**config.mk**
```make
export PLATFORM = sky130hd
export DESIGN_NAME = hazard_ctrl_flat
export DESIGN_NICKNAME = d
export VERILOG_FILES = /design/src/rtl/hazard_ctrl_pkg.sv /design/src/rtl/hazard_ctrl_if.sv /design/src/rtl/hazard_ctrl.sv /design/src/flat_wrapper.sv
export SDC_FILE = /design/constraint.sdc
export NUM_CORES = 1
export LEC_CHECK = 0
export BUFFER_PORTS_ARGS = -buffer_cell sky130_fd_sc_hd__buf_4
export CAP_MARGIN = 20
export CORE_MARGIN = 5
export CORE_UTILIZATION = 46
export DETAILED_ROUTE_END_ITERATION = 12
export PLACE_DENSITY = 0.76
export SLEW_MARGIN = 40
export SYNTH_ARGS = -nofsm -noshare
export SYNTH_HDL_FRONTEND = slang
export SYNTH_SLANG_ARGS = --single-unit
```
**constraint.sdc**
```tcl
create_clock -name clk -period 2.8 [get_ports clk]
set_clock_uncertainty 0.15 [all_clocks]
set_input_delay 0.42 -clock clk [delete_from_list [all_inputs] [get_ports clk]]
set_output_delay 0.42 -clock clk [all_outputs]
set_load 0.005 [all_outputs]
```
**src/rtl/hazard_ctrl_pkg.sv**
```systemverilog
// Shared types and default constants for the pipeline hazard controller.
package hazard_ctrl_pkg;

  localparam int CNT_W                 = 6;
  localparam int DEF_DIV_LATENCY       = 33;
  localparam int DEF_TRAP_FLUSH_CYCLES = 2;

  typedef enum logic [1:0] {
    ST_IDLE       = 2'd0,
    ST_DIV_BUSY   = 2'd1,
    ST_TRAP_FLUSH = 2'd2
  } hz_state_e;

endpackage

```
**src/rtl/hazard_ctrl_if.sv**
```systemverilog
// Decode/execute status in, stall/flush/divider controls out.
interface hazard_ctrl_if;

  logic       if_en;
  logic       rs0_used;
  logic       rs1_used;
  logic [4:0] gpr_rd_addr_0;
  logic [4:0] gpr_rd_addr_1;
  logic       load_in_id_ex;
  logic [4:0] id_dst_addr;
  logic       id_is_div;
  logic       rem_after_div;
  logic       branch_taken;
  logic       trap_req;

  logic       if_stall;
  logic       id_stall;
  logic       if_flush;
  logic       id_flush;
  logic       div_start;
  logic       div_done;
  logic       div_abort;
  logic       div_busy;

  modport master (
    output if_en, rs0_used, rs1_used, gpr_rd_addr_0, gpr_rd_addr_1,
           load_in_id_ex, id_dst_addr, id_is_div, rem_after_div,
           branch_taken, trap_req,
    input  if_stall, id_stall, if_flush, id_flush,
           div_start, div_done, div_abort, div_busy
  );

  modport slave (
    input  if_en, rs0_used, rs1_used, gpr_rd_addr_0, gpr_rd_addr_1,
           load_in_id_ex, id_dst_addr, id_is_div, rem_after_div,
           branch_taken, trap_req,
    output if_stall, id_stall, if_flush, id_flush,
           div_start, div_done, div_abort, div_busy
  );

endinterface

```
**src/rtl/hazard_ctrl.sv**
```systemverilog
// Pipeline hazard controller: trap/branch flushes, multi-cycle divide stall, load-use bubble.
module hazard_ctrl
  import hazard_ctrl_pkg::*;
#(
  parameter int DIV_LATENCY       = DEF_DIV_LATENCY,
  parameter int TRAP_FLUSH_CYCLES = DEF_TRAP_FLUSH_CYCLES
) (
  input  logic          clk,
  input  logic          rst_n,
  input  logic          cpu_en,
  hazard_ctrl_if.slave  hz
);

  localparam logic [CNT_W-1:0] DIV_LOAD  = CNT_W'(DIV_LATENCY - 2);
  localparam logic [CNT_W-1:0] TRAP_LOAD = CNT_W'(TRAP_FLUSH_CYCLES - 1);

  hz_state_e        state, state_n;
  logic [CNT_W-1:0] cnt, cnt_n;

  logic load_use;
  logic if_stall, id_stall, if_flush, id_flush;
  logic div_start, div_done, div_abort, div_busy;

  assign load_use = hz.load_in_id_ex && hz.if_en && (hz.id_dst_addr != 5'd0) &&
                    ((hz.rs0_used && (hz.gpr_rd_addr_0 == hz.id_dst_addr)) ||
                     (hz.rs1_used && (hz.gpr_rd_addr_1 == hz.id_dst_addr)));

  always_ff @(posedge clk or negedge rst_n) begin
    if (!rst_n) begin
      state <= ST_IDLE;
      cnt   <= '0;
    end else if (cpu_en) begin
      state <= state_n;
      cnt   <= cnt_n;
    end
  end

  always_comb begin
    state_n   = state;
    cnt_n     = cnt;
    if_stall  = 1'b0;
    id_stall  = 1'b0;
    if_flush  = 1'b0;
    id_flush  = 1'b0;
    div_start = 1'b0;
    div_done  = 1'b0;
    div_abort = 1'b0;
    div_busy  = (state == ST_DIV_BUSY);

    // A trap overrides everything, including an in-flight divide.
    if (hz.trap_req) begin
      if_flush  = 1'b1;
      id_flush  = 1'b1;
      div_abort = (state == ST_DIV_BUSY);
      cnt_n     = TRAP_LOAD;
      state_n   = ST_TRAP_FLUSH;
    end else begin
      unique case (state)
        ST_IDLE: begin
          if (hz.branch_taken) begin
            if_flush = 1'b1;
            id_flush = 1'b1;
          end else if (hz.id_is_div && !hz.rem_after_div) begin
            div_start = 1'b1;
            if_stall  = 1'b1;
            id_stall  = 1'b1;
            cnt_n     = DIV_LOAD;
            state_n   = ST_DIV_BUSY;
          end else if (load_use) begin
            if_stall = 1'b1;
            id_flush = 1'b1;
          end
        end
        ST_DIV_BUSY: begin
          if (cnt != '0) begin
            if_stall = 1'b1;
            id_stall = 1'b1;
            cnt_n    = cnt - 1'b1;
          end else begin
            div_done = 1'b1;
            state_n  = ST_IDLE;
          end
        end
        ST_TRAP_FLUSH: begin
          if_flush = 1'b1;
          id_flush = 1'b1;
          if (cnt == '0) state_n = ST_IDLE;
          else           cnt_n   = cnt - 1'b1;
        end
        default: state_n = ST_IDLE;
      endcase
    end
  end

  assign hz.if_stall  = if_stall;
  assign hz.id_stall  = id_stall;
  assign hz.if_flush  = if_flush;
  assign hz.id_flush  = id_flush;
  assign hz.div_start = div_start;
  assign hz.div_done  = div_done;
  assign hz.div_abort = div_abort;
  assign hz.div_busy  = div_busy;

endmodule

```
**src/flat_wrapper.sv**
```systemverilog
// flat-port wrapper written by rule: the top's interface ports become plain ports
module hazard_ctrl_flat import hazard_ctrl_pkg::*;
#(
  parameter int DIV_LATENCY       = DEF_DIV_LATENCY,
  parameter int TRAP_FLUSH_CYCLES = DEF_TRAP_FLUSH_CYCLES
)
  (clk, rst_n, cpu_en, hz_if_en, hz_rs0_used, hz_rs1_used, hz_gpr_rd_addr_0, hz_gpr_rd_addr_1, hz_load_in_id_ex, hz_id_dst_addr, hz_id_is_div, hz_rem_after_div, hz_branch_taken, hz_trap_req, hz_if_stall, hz_id_stall, hz_if_flush, hz_id_flush, hz_div_start, hz_div_done, hz_div_abort, hz_div_busy);
  hazard_ctrl_if hz_i ();
  input  logic clk;
  input  logic rst_n;
  input  logic cpu_en;
  input wire logic [$bits(hz_i.if_en)-1:0] hz_if_en;
  input wire logic [$bits(hz_i.rs0_used)-1:0] hz_rs0_used;
  input wire logic [$bits(hz_i.rs1_used)-1:0] hz_rs1_used;
  input wire logic [$bits(hz_i.gpr_rd_addr_0)-1:0] hz_gpr_rd_addr_0;
  input wire logic [$bits(hz_i.gpr_rd_addr_1)-1:0] hz_gpr_rd_addr_1;
  input wire logic [$bits(hz_i.load_in_id_ex)-1:0] hz_load_in_id_ex;
  input wire logic [$bits(hz_i.id_dst_addr)-1:0] hz_id_dst_addr;
  input wire logic [$bits(hz_i.id_is_div)-1:0] hz_id_is_div;
  input wire logic [$bits(hz_i.rem_after_div)-1:0] hz_rem_after_div;
  input wire logic [$bits(hz_i.branch_taken)-1:0] hz_branch_taken;
  input wire logic [$bits(hz_i.trap_req)-1:0] hz_trap_req;
  output wire logic [$bits(hz_i.if_stall)-1:0] hz_if_stall;
  output wire logic [$bits(hz_i.id_stall)-1:0] hz_id_stall;
  output wire logic [$bits(hz_i.if_flush)-1:0] hz_if_flush;
  output wire logic [$bits(hz_i.id_flush)-1:0] hz_id_flush;
  output wire logic [$bits(hz_i.div_start)-1:0] hz_div_start;
  output wire logic [$bits(hz_i.div_done)-1:0] hz_div_done;
  output wire logic [$bits(hz_i.div_abort)-1:0] hz_div_abort;
  output wire logic [$bits(hz_i.div_busy)-1:0] hz_div_busy;
  assign hz_i.if_en = hz_if_en;
  assign hz_i.rs0_used = hz_rs0_used;
  assign hz_i.rs1_used = hz_rs1_used;
  assign hz_i.gpr_rd_addr_0 = hz_gpr_rd_addr_0;
  assign hz_i.gpr_rd_addr_1 = hz_gpr_rd_addr_1;
  assign hz_i.load_in_id_ex = hz_load_in_id_ex;
  assign hz_i.id_dst_addr = hz_id_dst_addr;
  assign hz_i.id_is_div = hz_id_is_div;
  assign hz_i.rem_after_div = hz_rem_after_div;
  assign hz_i.branch_taken = hz_branch_taken;
  assign hz_i.trap_req = hz_trap_req;
  assign hz_if_stall = hz_i.if_stall;
  assign hz_id_stall = hz_i.id_stall;
  assign hz_if_flush = hz_i.if_flush;
  assign hz_id_flush = hz_i.id_flush;
  assign hz_div_start = hz_i.div_start;
  assign hz_div_done = hz_i.div_done;
  assign hz_div_abort = hz_i.div_abort;
  assign hz_div_busy = hz_i.div_busy;
  hazard_ctrl #(.DIV_LATENCY(DIV_LATENCY), .TRAP_FLUSH_CYCLES(TRAP_FLUSH_CYCLES)) u_core (.clk(clk), .rst_n(rst_n), .cpu_en(cpu_en), .hz(hz_i));
endmodule
```
# == After elaboration in Yosys (flattened, before gate mapping) ==
# Index checks and enable logic that the tools add are counted.
# W data, S select, Z words.
# word_totals
in_bits,26
register_bits,8
out_inout_bits,8
elab_cells,63
# classes
muxes,35
reduce_logical,15
n_addsub,1
eq_ne,10
# op_table
cell,n
$mux W6,5
$mux W1,19
$pmux W6 S3,1
$eq A5 B5 Y1,2
$mux W2,5
$ne A3 B2 Y1 const B,3
$ne A3 B3 Y1 const B,3
$pmux W1 S2,4
$logic_and A1 B1 Y1,6
$logic_not A6 Y1,1
$pmux W2 S3,1
$reduce_and A6 Y1,1
$reduce_bool A6 Y1,1
$sub A6 B1 Y6 const B,1
$reduce_and A5 Y1,1
$reduce_bool A5 Y1,1
$reduce_bool A4 Y1,1
$eq A2 B1 Y1 const B,1
$eq A2 B2 Y1 const B,1
$logic_not A2 Y1,1
$logic_not A1 Y1,1
$logic_or A1 B1 Y1,1

# == Depth between registers and ports, before layout ==
# depth
depth_word,9
depth_mapped,7
depth_no_buf,6

# == Least setup slack after synthesis ==
# OpenSTA, ideal clock, no wires.
# synth_timing
path_kind,reg-to-reg
startpoint,register u_core.state[0]
endpoint,register u_core.cnt[4]
t_required_ns,2.527
arrival_time_ns,1.767
stages_incl_launch_ff,8
setup_ns,0.123
path_slack_ns,0.760
period_less_slack_ns,2.040
n_path_buf,1
cell_sequence,dfrtp_1 inv_1 ha_1 or3_1 o31a_1 and2_4 buf_6 o221a_1
# synth_via
elab_chain_len,3
elab_cells_between_ends,11
classes_between,eq/ne (6); mux (2); reduce/logical (3)
# synth_rtl
item,line,rtl
"start, declared",hazard_ctrl.sv:17,"hz_state_e state, state_n;"
"start signal, assigned",hazard_ctrl.sv:33,state <= state_n;
"$eq A2 B2 Y1, or another cell as far along",hazard_ctrl.sv:58,unique case (state)
"$ne A3 B3 Y1 (no source line), or another cell as far along",n/a,
$reduce_and A6 Y1 (no source line) or $mux W6 (tied branches),n/a,
"end signal, assigned",hazard_ctrl.sv:34,cnt <= cnt_n;
"end, declared",hazard_ctrl.sv:18,"logic [CNT_W-1:0] cnt, cnt_n;"
# Parallel ways exist; a longest one is shown, timed or not.
# A chain may end at the register's enable or synchronous reset.

# == Final worst setup path ==
# layout_timing
startpoint,register u_core.cnt[0]
endpoint,output hz_if_stall
# layout_via
elab_chain_len,4
# layout_rtl
item,line,rtl
$reduce_bool A6 Y1,hazard_ctrl.sv:75,if (cnt != '0) begin
$mux W1,hazard_ctrl.sv:75,
$pmux W1 S2,hazard_ctrl.sv:58,
$mux W1,hazard_ctrl.sv:51,if (hz.trap_req) begin
"end, declared",flat_wrapper.sv:23,output wire logic [$bits(hz_i.if_stall)-1:0] hz_if_stall;
# No other way between the ends.

==> flow_metrics.tcl <==
set metrics [dict create \
    power_density_nw_per_um2 697.7 \
    critPathSlowestCell "dfrtp_1" \
    rows 14 \
    p_clk_frac 0.120 \
    grt_usage 0.1902 \
    h-tree-depth 1 \
    holdWs_ns 0.3015 \
    worst-path-stages 7 \
    required_ns 2.23 \
    worstSetupStartpoint "u_core.cnt[0]" \
    post_cts_resized 0 \
    seq_area_frac_synth 0.2606 \
    fmax_ghz 0.4316 \
    die_x_um 50.87 \
    pwr-share-seq 0.311 \
    grt_max_degree 14 \
    path_cells "inv_1 > ha_1 > nand2b_1 > o41ai_1 > a21o_1 > o41ai_1 > buf_4" \
    cpLargestDelayFamily "compound AO/OA/AOI/OAI gates" \
    status "completed" \
    cp-start-kind "flop" \
    end_kind "primary output" \
    maxCapViolations 0 \
    yosys.area.top_type "dfrtp_1" \
    synth_cells 90 \
    ys_top_cells_by_count "inv_1, dfrtp_1, xor2_1" \
    synth_edf_count 0 \
    vias_per_cell 5.965 \
    p_int_mw 0.4067 \
    netlist_area_um2 768.2 \
    grt_pass1_wl_um 3836 \
    io_pins 34 \
    syn-num-nets 121 \
    clk_pin_slew_ns 0.05 \
    core_area_um2 1541 \
    grt-ovfl-total 0 \
    synth.most_common_cell "inv_1" \
    cts_tree "done" \
    fin_crit_ns 2.317 \
    ir_drop_uv 503.9 \
    synth_seq_cells 8 \
    grt_pass1_vias 798 \
    ys_warn_count 0 \
    switchingPower_mw 0.3283 \
    dp_cells 137 \
    setup-violations-final 0 \
    setup_tns_ns 0 \
    postRouteAntennaNets 0 \
    hp-start "cpu_en" \
    worst_slew_pin_slew_ns 0.3919 \
    finalNonFillerCells 141 \
    synth.top_cells.by_area "dfrtp_1, xor2_1, ha_1, inv_1, nand2b_1" \
    fillers 159 \
    min_path_cells 3 \
    synth_cell_types 40 \
    root_buffer "clkbuf_4" \
    cts_buffers 3 \
    antenna_cells 0 \
    multiInputGateArea_um2 519.2 \
    first_pass_iters 5 \
    cp_num_buf_inv 2 \
    worst_hold_path_type "in -> reg" \
    clk_latency_ns 0.25 \
    syn_area_per_cell_um2 8.536 \
    slowest_delay_ns 0.41 \
    die-area_um2 2587 \
    place_area_um2 1021 \
    seq_area_um2 200.2 \
    wirelength_um 2403 \
    r2r-start "u_core.state[0]" \
    path_common_cell "o41ai_1" \
    clkSinkCount 8 \
    antenna_found_initial 0 \
    route.detailed.drc 0 \
    rsz0062_at_grt "no" \
    synth_top_area_frac 0.2606 \
    start_util 0.4984 \
    syn2layout_area_growth_pct 37.13 \
    synthFlopType "dfrtp_1" \
    maxSlewViolCount 0 \
    final_nets 158 \
    via_count 841 \
    post_drt_wl_per_cell_um 17.04 \
    final_layout_size_suffix_gt1_frac 0.3120 \
    place_congestion 0.8495 \
    clockBufferDepth 2 \
    drtIter0Drc 35 \
    async_flop_share 1.000 \
    final_hold_viol_count 0 \
    combPwrFrac 0.569 \
    postLayoutCellArea_um2 1054 \
    hpwlAfterDp_um 1896 \
    portBuffers 33 \
    final.period_utilization 0.8275 \
    sw_frac_of_total 0.4467 \
    reg2reg_depth 6 \
    relSlewSlack 0.7367 \
    leakagePower_nw 0.5035 \
    cp_max_fo 4 \
    worstPathArrival_ns 1.75 \
    dieHeight_um 50.87 \
    criticalPathCategory "reg -> out" \
]
## stage by stage
step / utilization / power (mW) / worst slack (ns)
after floorplan: - / 0.4928 / 0.7596
after global placement: 0.6623 / 0.6172 / 0.5886
after detailed placement: 0.6623 / 0.6317 / 0.6005
after CTS: 0.6834 / 0.7297 / 0.4901
after global routing: 0.6834 / 0.7896 / 0.3643
final: 0.6834 / 0.7350 / 0.4829
## what timing repair did
item | 4_1_cts | 5_1_grt
endpoints found under the hold margin | 8 | 0
hold buffers | 1 | 0
buffers inserted | 0 | 0
## metal layers
layer | up-vias | part of all wire | global-route usage
met4 | 0 | 0.0021 | 0.06383
met1 | 396 | 0.41 | 0.2389
met5 | - | 0 | 0
met2 | 41 | 0.50 | 0.3182
li1 | 402 | - | -
met3 | 2 | 0.080 | 0.04360
## path summary, 6_finish.rpt
kind | slack, ns | end
worst max-delay path | 0.48 | hz_if_stall
worst min-delay path | 0.30 | u_core.state[1]
worst min register to register | 0.42 | u_core.cnt[0]
max in group asynchronous | 2.00 | u_core.cnt[3]
min in group asynchronous | 0.37 | u_core.state[1]
worst max register to register | 0.63 | u_core.cnt[4]
## cells in the final DEF, fill, tap and decap left out, types with 4 or more instances in the layout
cell      synthesis  final
nand2b_1          4      4
ha_1              5      5
xor2_1            8      8
buf_4             0     33
dfrtp_1           8      8
inv_1             9      9
a21oi_1           4      4
## worst register-to-register path: stages (launching register included)
cell	delay, ns
dfrtp_1	0.36
inv_1	0.08
ha_1	0.42
or3_1	0.42
o31a_1	0.20
and2_4	0.20
o221a_1	0.23
## final cells by class
type,count,area share
multi-input cells,71,0.4929
repair buffers,34,0.2447
flip-flops and latches,8,0.1900
inverters,9,0.03207
clock buffers,3,0.02138
well taps,16,0.01900
## state kept, by name, indices dropped and copies added, names as in the netlist
name          flops
u_core.cnt        6
u_core.state      2
## power groups by stage
stage	registers, mW	logic (mW)	clock network [mW]
6_report	0.229	0.418	0.0882
3_3_place_gp	0.225	0.392	0
2_1_floorplan	0.210	0.283	0
5_1_grt	0.237	0.454	0.0978
3_5_place_dp	0.227	0.405	0
4_1_cts	0.225	0.413	0.0915
## kinds of logic after synthesis
| family | count (synthesis) | synth area share |
|---|---|---|
| and+or+nand+nor | 30 | 0.2329 |
| AOI/OAI and AO/OA | 25 | 0.2345 |
| buffers and inverters | 11 | 0.06351 |
| xor gates and xnor gates | 10 | 0.1140 |
| DFF | 8 | 0.2606 |
| adders and majority gates | 5 | 0.08143 |
| muxes | 1 | 0.01303 |
(Power assumes the default switching activity.)
